<file path="src/rtl/not_arb_pkg.sv">
// Shared definitions for the shared inverter arbiter: state encoding and default widths.
package not_arb_pkg;

   localparam logic ST_IDLE = 1'b0;
   localparam logic ST_HOLD = 1'b1;

   localparam int unsigned DEF_N     = 4;
   localparam int unsigned DEF_WIDTH = 8;
   localparam int unsigned DEF_CNT_W = 16;

   // IDLE: output register empty; HOLD: output register full, awaiting res_ready
   typedef enum logic {
      IDLE = ST_IDLE,
      HOLD = ST_HOLD
   } state_e;

endpackage : not_arb_pkg

</file>
<file path="src/rtl/rr_arbiter.sv">
// Combinational round-robin arbiter: picks the first requester at or after ptr.
// Ports:
//   req       - per-requester request bits
//   ptr       - highest-priority index for this cycle
//   en        - grant enable; no grant is issued when low
//   grant     - one-hot grant (zero when nothing is granted)
//   grant_idx - index of the granted requester (0 when none)
//   any       - a grant is issued this cycle
module rr_arbiter #(
   parameter  int unsigned N    = 4,
   localparam int unsigned ID_W = $clog2(N)
) (
   input  logic [N-1:0]    req,
   input  logic [ID_W-1:0] ptr,
   input  logic            en,
   output logic [N-1:0]    grant,
   output logic [ID_W-1:0] grant_idx,
   output logic            any
);

   logic [ID_W-1:0] cand;

   // Rotating search starting at ptr; the first hit wins
   always_comb begin
      grant     = '0;
      grant_idx = '0;
      any       = 1'b0;
      cand      = '0;
      for (int unsigned k = 0; k < N; k++) begin
         cand = ID_W'((32'(ptr) + k) % N);
         if (en && !any && req[cand]) begin
            any         = 1'b1;
            grant_idx   = cand;
            grant[cand] = 1'b1;
         end
      end
   end

endmodule : rr_arbiter

</file>
<file path="src/rtl/shared_not_arbiter.sv">
// One registered WIDTH-bit inverter shared round-robin among N requesters,
// with a wrapping count of completed result handshakes.
// Ports:
//   clk, rst   - clock; synchronous active-high reset
//   req_valid  - per-requester valid
//   req_data   - packed operands, requester i at [i*WIDTH +: WIDTH]
//   req_ready  - one-hot accept (combinational from req_valid/state/ptr/res_ready)
//   res_valid  - result valid (registered)
//   res_data   - inverted operand (registered)
//   res_id     - index of the requester that produced res_data (registered)
//   res_ready  - sink accepts the result
//   txn_count  - completed result handshakes, wraps
module shared_not_arbiter
   import not_arb_pkg::*;
#(
   parameter  int unsigned N     = DEF_N,
   parameter  int unsigned WIDTH = DEF_WIDTH,
   parameter  int unsigned CNT_W = DEF_CNT_W,
   localparam int unsigned ID_W  = $clog2(N)
) (
   input  logic                 clk,
   input  logic                 rst,
   input  logic [N-1:0]         req_valid,
   input  logic [N*WIDTH-1:0]   req_data,
   output logic [N-1:0]         req_ready,
   output logic                 res_valid,
   output logic [WIDTH-1:0]     res_data,
   output logic [ID_W-1:0]      res_id,
   input  logic                 res_ready,
   output logic [CNT_W-1:0]     txn_count
);

   state_e           state_q, state_d;
   logic [ID_W-1:0]  ptr_q, ptr_d;
   logic [WIDTH-1:0] res_data_q, res_data_d;
   logic [ID_W-1:0]  res_id_q, res_id_d;
   logic [CNT_W-1:0] txn_q, txn_d;

   logic [WIDTH-1:0] opnd_c [N];
   logic [N-1:0]     grant_c;
   logic [ID_W-1:0]  grant_idx_c;
   logic             accept_c;
   logic             can_accept_c;
   logic             res_fire_c;

   // Unpacked view of the operand bus
   for (genvar i = 0; i < N; i++) begin : g_opnd
      assign opnd_c[i] = req_data[i*WIDTH +: WIDTH];
   end

   // A slot is free when empty, or when the current result leaves this cycle
   assign can_accept_c = ~rst & ((state_q == IDLE) | res_ready);
   assign res_fire_c   = (state_q == HOLD) & res_ready;

   rr_arbiter #(.N(N)) u_arb (
      .req       (req_valid),
      .ptr       (ptr_q),
      .en        (can_accept_c),
      .grant     (grant_c),
      .grant_idx (grant_idx_c),
      .any       (accept_c)
   );

   // Next-state: a same-cycle accept overrides the drain to IDLE
   always_comb begin
      state_d    = state_q;
      ptr_d      = ptr_q;
      res_data_d = res_data_q;
      res_id_d   = res_id_q;
      txn_d      = txn_q;
      if (res_fire_c) begin
         txn_d   = txn_q + CNT_W'(1);
         state_d = IDLE;
      end
      if (accept_c) begin
         res_data_d = ~opnd_c[grant_idx_c];
         res_id_d   = grant_idx_c;
         state_d    = HOLD;
         ptr_d      = ID_W'((32'(grant_idx_c) + 32'd1) % N);
      end
   end

   // State register
   always_ff @(posedge clk) begin
      if (rst) begin
         state_q    <= IDLE;
         ptr_q      <= '0;
         res_data_q <= '0;
         res_id_q   <= '0;
         txn_q      <= '0;
      end else begin
         state_q    <= state_d;
         ptr_q      <= ptr_d;
         res_data_q <= res_data_d;
         res_id_q   <= res_id_d;
         txn_q      <= txn_d;
      end
   end

   assign req_ready = grant_c;
   assign res_valid = (state_q == HOLD);
   assign res_data  = res_data_q;
   assign res_id    = res_id_q;
   assign txn_count = txn_q;

endmodule : shared_not_arbiter

</file>
<file path="config.mk">
export PLATFORM = sky130hd
export DESIGN_NAME = shared_not_arbiter
export DESIGN_NICKNAME = d
export VERILOG_FILES = /design/src/rtl/not_arb_pkg.sv /design/src/rtl/rr_arbiter.sv /design/src/rtl/shared_not_arbiter.sv
export SDC_FILE = /design/constraint.sdc
export NUM_CORES = 1
export LEC_CHECK = 0
export BUFFER_PORTS_ARGS = -buffer_cell sky130_fd_sc_hd__buf_2
export CAP_MARGIN = 20
export CORE_MARGIN = 10
export CORE_UTILIZATION = 55
export CTS_BUF_LIST = sky130_fd_sc_hd__clkbuf_2
export CTS_CLUSTER_DIAMETER = 120
export CTS_CLUSTER_SIZE = 14
export DETAILED_ROUTE_END_ITERATION = 8
export PLACE_DENSITY = 0.95
export SYNTH_ARGS = -nofsm -noshare
export SYNTH_HDL_FRONTEND = slang
export SYNTH_HIERARCHICAL = 1
export SYNTH_SLANG_ARGS = --single-unit
</file>
<file path="constraint.sdc">
create_clock -name clk -period 7.3 [get_ports clk]
set_clock_uncertainty 0.15 [all_clocks]
set_input_delay 0.73 -clock clk [delete_from_list [all_inputs] [get_ports clk]]
set_output_delay 0.73 -clock clk [all_outputs]
set_load 0.1 [all_outputs]
</file>
# == After elaboration in Yosys (flattened, before gate mapping) ==
# Cells that the tools add are included.
# word_totals
ff_bits,29
word_cells,77
# classes
n_addsub,5
magnitude_cmp,9
bitwise_logic,10
reduce_logical,15
n_mux,33
# op_table
cell,count
$add 16x1->16 const B,1
$bmux 8 s2,1
$mux 4,4
$mux 8,2
$mux 1,14
$lt 2x3->1 const B,4
$or 4x4->4,3
$logic_and 1x1->1,11
$bmux 1 s2,4
$demux 1 s2,4
$ge 2x1->1 const B,4
$mux 2,4
$not 8->8,1
$add 2x1->2 const B,2
$add 2x2->2 const B,2
$ge 3x3->1 const B,1
$logic_not 1->1,3
$not 2->3,1
$and 1x1->1,2
$not 1->1,2
$reduce_bool 2->1,1
$or 1x1->1,1

# == Longest topological paths before layout ==
# logic_depth
word_depth,22
mapped_depth,13
depth_no_buf,9

# == Cells and area by module ==
# The synthesis kept the hierarchy.
# by_module_without_submodules
mod,cells_per_inst,area_per_inst_um2,n_inst
shared_not_arbiter,138,1347.5,1
rr_arbiter,67,578.1,1

# == Worst setup path before layout ==
# OpenSTA, ideal clock, no wires.
# synth_path
path_kind,reg-to-output
from,register ptr_q[0]
to,output req_ready[0]
n_path_buf,3
path_slack_ps,3509
path_stages_with_launch,9
arrival_ps,2911
path_cell_list,dfxtp_1 buf_6 buf_4 inv_1 ha_1 buf_6 mux4_2 nor4b_4 a221o_1
# synth_between
elab_chain_cells,16
elab_cells_between_ends,51
cone_classes,add/sub: 3; order compare: 8; mux: 23; bitwise: 3; reduce/logical: 14
# synth_lines
element,line,text
start: declaration,shared_not_arbiter.sv:34,"logic [ID_W-1:0] ptr_q, ptr_d;"
start signal: assignment,shared_not_arbiter.sv:93,ptr_q <= ptr_d;
branches (longest 15 deep; another with $lt 2x3->1),n/a,
$mux 4 *,rr_arbiter.sv:31,if (en && !any && req[cand]) begin
end: declaration,shared_not_arbiter.sv:25,"output logic [N-1:0] req_ready,"
# Mark *: on every way between the ends. The select of a mux whose other input is x is not followed.

# == Final worst setup path ==
# layout_path
from,register ptr_q[0]
to,output req_ready[2]
# The elaborated chain is that of the path after synthesis.

==> results_dict.tcl <==
set metrics [dict create \
    critical_path_class "reg2out" \
    synthCells 205 \
    power_uw 488 \
    h-tree-depth 2 \
    clock_latency_ns 0.34 \
    die_x_um 79.2 \
    dr.pass1.iters 4 \
    grt_max_degree 31 \
    via_per_inst 5.71 \
    fin_util_pct 68.8 \
    ios 70 \
    postCtsHoldBufs 0 \
    num_vias 1810 \
    slew_violations 0 \
    synthArstFlopShare_pct 0 \
    cts_buffer_depth 2 \
    hold_violations 0 \
    cts_resized 0 \
    grtUsageTotal_pct 15.4 \
    startpoint "ptr_q[0]" \
    nets 317 \
    dieArea_mm2 0.00627 \
    synthFlopType "dfxtp_1" \
    clk_pin_slew_ns 0.14 \
    arrival_ns 3.66 \
    wire_per_inst_um 15.6 \
    synth_seq_area_share_pct 30.1 \
    netlist_area_mm2 0.00193 \
    syn_nets 252 \
    yosys.area.top_type_share_pct 30.1 \
    min_from "res_data[1]" \
    drtIter0Drc 65 \
    power_density_mw_per_mm2 211 \
    power_leakage_nw 0.982 \
    ys_seq_elements 29 \
    cp_top_family "flip-flops" \
    synth_edf_count 0 \
    drc 0 \
    slowest_delay_ns 0.85 \
    crit_chain "inv_1 > ha_1 > mux4_2 > nor2b_4 > nor2_1 > a221o_1 > buf_2" \
    grt_pass1_vias 1853 \
    grt_remaining_overflow 0 \
    rows 21 \
    rr_startpoint "ptr_q[0]" \
    setup_violations 0 \
    finalCritPeriodShare_pct 62.2 \
    cp_slowest_cell "dfxtp_1" \
    ant_nets 0 \
    ys_warn_count 6 \
    worstPathBufferInverterCount 2 \
    rsz0062_at_grt "false" \
    worstPathRequired_ns 6.42 \
    cts_tree "done" \
    worst_pin_slew_ns 1.02 \
    place_area_mm2 0.00227 \
    synth.distinct_cells 49 \
    clock-sinks 29 \
    synthTopCellsByArea "dfxtp_1 (30%), mux4_2 (12%), nor2_1 (5.8%)" \
    dieHeight_um 79.2 \
    cp_max_fo 21 \
    grt_pass1_wl_mm 8.16 \
    drive_gt1_share_pct 36.5 \
    core_area_mm2 0.00336 \
    synth_top_cell_by_area "dfxtp_1" \
    critPathLaunchType "register" \
    io_buffers 69 \
    avgSynthCellArea_um2 9.39 \
    post_cts_buffers 0 \
    end_kind "output port" \
    antenna_found_initial 0 \
    n_fill_cell 297 \
    final_cell_area_mm2 0.00231 \
    syn_to_final_growth_pct 20.1 \
    min_period_ns 4.54 \
    slew_headroom_pct 31.8 \
    status "complete, no violations" \
    hold_class "reg2reg" \
    initial_core_util_pct 57.3 \
    maxCapViolCount 0 \
    final.setup.tns_ns 0 \
    fmax_mhz 220 \
    clock_tree.root_cell "clkbuf_2" \
    place_congestion 0.869 \
    ir_drop_uv 140 \
    hpwlAfterDp_mm 3.86 \
    antennaDiodeCount 0 \
    cts_buffers 5 \
    wirelength_mm 4.94 \
]
## final cells by class
class	instances	area (µm²)	share of cell area (%)
Inverter	8	30.0	1.30
Clock buffer	8	40.0	1.73
Tap cell	46	57.6	2.49
Sequential cell	29	581	25.1
Timing Repair Buffer	70	353	15.3
Multi-Input combinational cell	156	1250	54.1
## stage by stage
step	setup slack, ns	hold slack, ns	cells
CTS	2.78	0.343	317
floorplan	3.51	0.358	205
global placement	3.22	0.308	309
finish	2.76	0.339	317
detailed placement	3.04	0.325	309
global route	2.56	0.369	317
## layer usage
metal  up-vias  track usage [%]  share of wire [%]
met5         -                0                  0
met4         0             4.30                1.8
met3        11             6.76                8.3
met2        67             26.3                 49
met1       836             16.9                 41
li1        896                -                  -
## worst paths after layout
path                                endpoint  slack, ns  cells past startpoint
worst max-delay path            req_ready[2]       2.76                      7
worst min-delay path             res_data[1]       0.34                      2
worst max register to register   res_data[5]       3.00                      8
worst min register to register   res_data[1]       0.34                      2
## worst min-delay path: cells and delay by family, from the launching register on
family,cells,cell delay [ns]
compound gates,1,0.05
flops,1,0.33
simple gates,1,0.08
## cell usage in the layout (no fill, tap or decap), types with 2 or more instances in the layout
cell type | netlist | final
nor2b_1 | 5 | 5
a21oi_1 | 7 | 7
a221o_1 | 4 | 4
mux4_2 | 10 | 10
o21ai_0 | 4 | 4
clkbuf_2 | 0 | 8
nand2_1 | 11 | 11
a211oi_1 | 9 | 9
ha_1 | 8 | 8
mux2i_1 | 6 | 6
mux2_2 | 3 | 3
or3_1 | 2 | 2
o31ai_1 | 2 | 2
buf_2 | 2 | 69
nor2_1 | 30 | 30
nor3_1 | 3 | 3
a22oi_1 | 4 | 4
xor2_1 | 6 | 6
xnor2_1 | 6 | 6
nand4_1 | 3 | 3
nand3_1 | 7 | 7
and4_1 | 2 | 2
inv_1 | 8 | 8
o211ai_1 | 3 | 3
dfxtp_1 | 29 | 29
## state kept, by name, indices dropped and copies added (netlist names)
name,flops
res_id,2
res_valid,1
ptr_q,2
res_data,8
txn_count,16
## logic make-up after synthesis
kind of cell / count (synthesis) / share of synthesized area [%]
AO/OA/AOI/OAI: 41 / 15.1
XOR/XNOR: 12 / 5.46
adder cells (fa/ha/maj): 8 / 5.20
buffers and inverters: 20 / 5.00
flip-flops: 29 / 30.1
multiplexers: 20 / 17.9
AND/OR/NAND/NOR: 75 / 21.2
## power breakdown
group | leakage (nW) | internal [mW] | switching, mW
Sequential | 0.237 | 0.168 | 0.0124
Clock | 0.0332 | 0.0283 | 0.0537
Combinational | 0.713 | 0.0746 | 0.151
## cell usage after synthesis (all sizes together), types with 2 or more instances
master / n
xnor2: 6
nor3: 3
buf: 7
xor2: 6
nor2b: 6
a21oi: 7
o211ai: 3
nand4: 4
clkbuf: 5
a211oi: 9
a22oi: 4
dfxtp: 29
o21ai: 5
o31ai: 2
nand3: 7
nor2: 30
or3: 4
mux2: 3
mux2i: 6
inv: 8
a221o: 4
nand2: 11
ha: 8
and4: 2
mux4: 11
No activity file was read; power rests on OpenSTA's default activity.
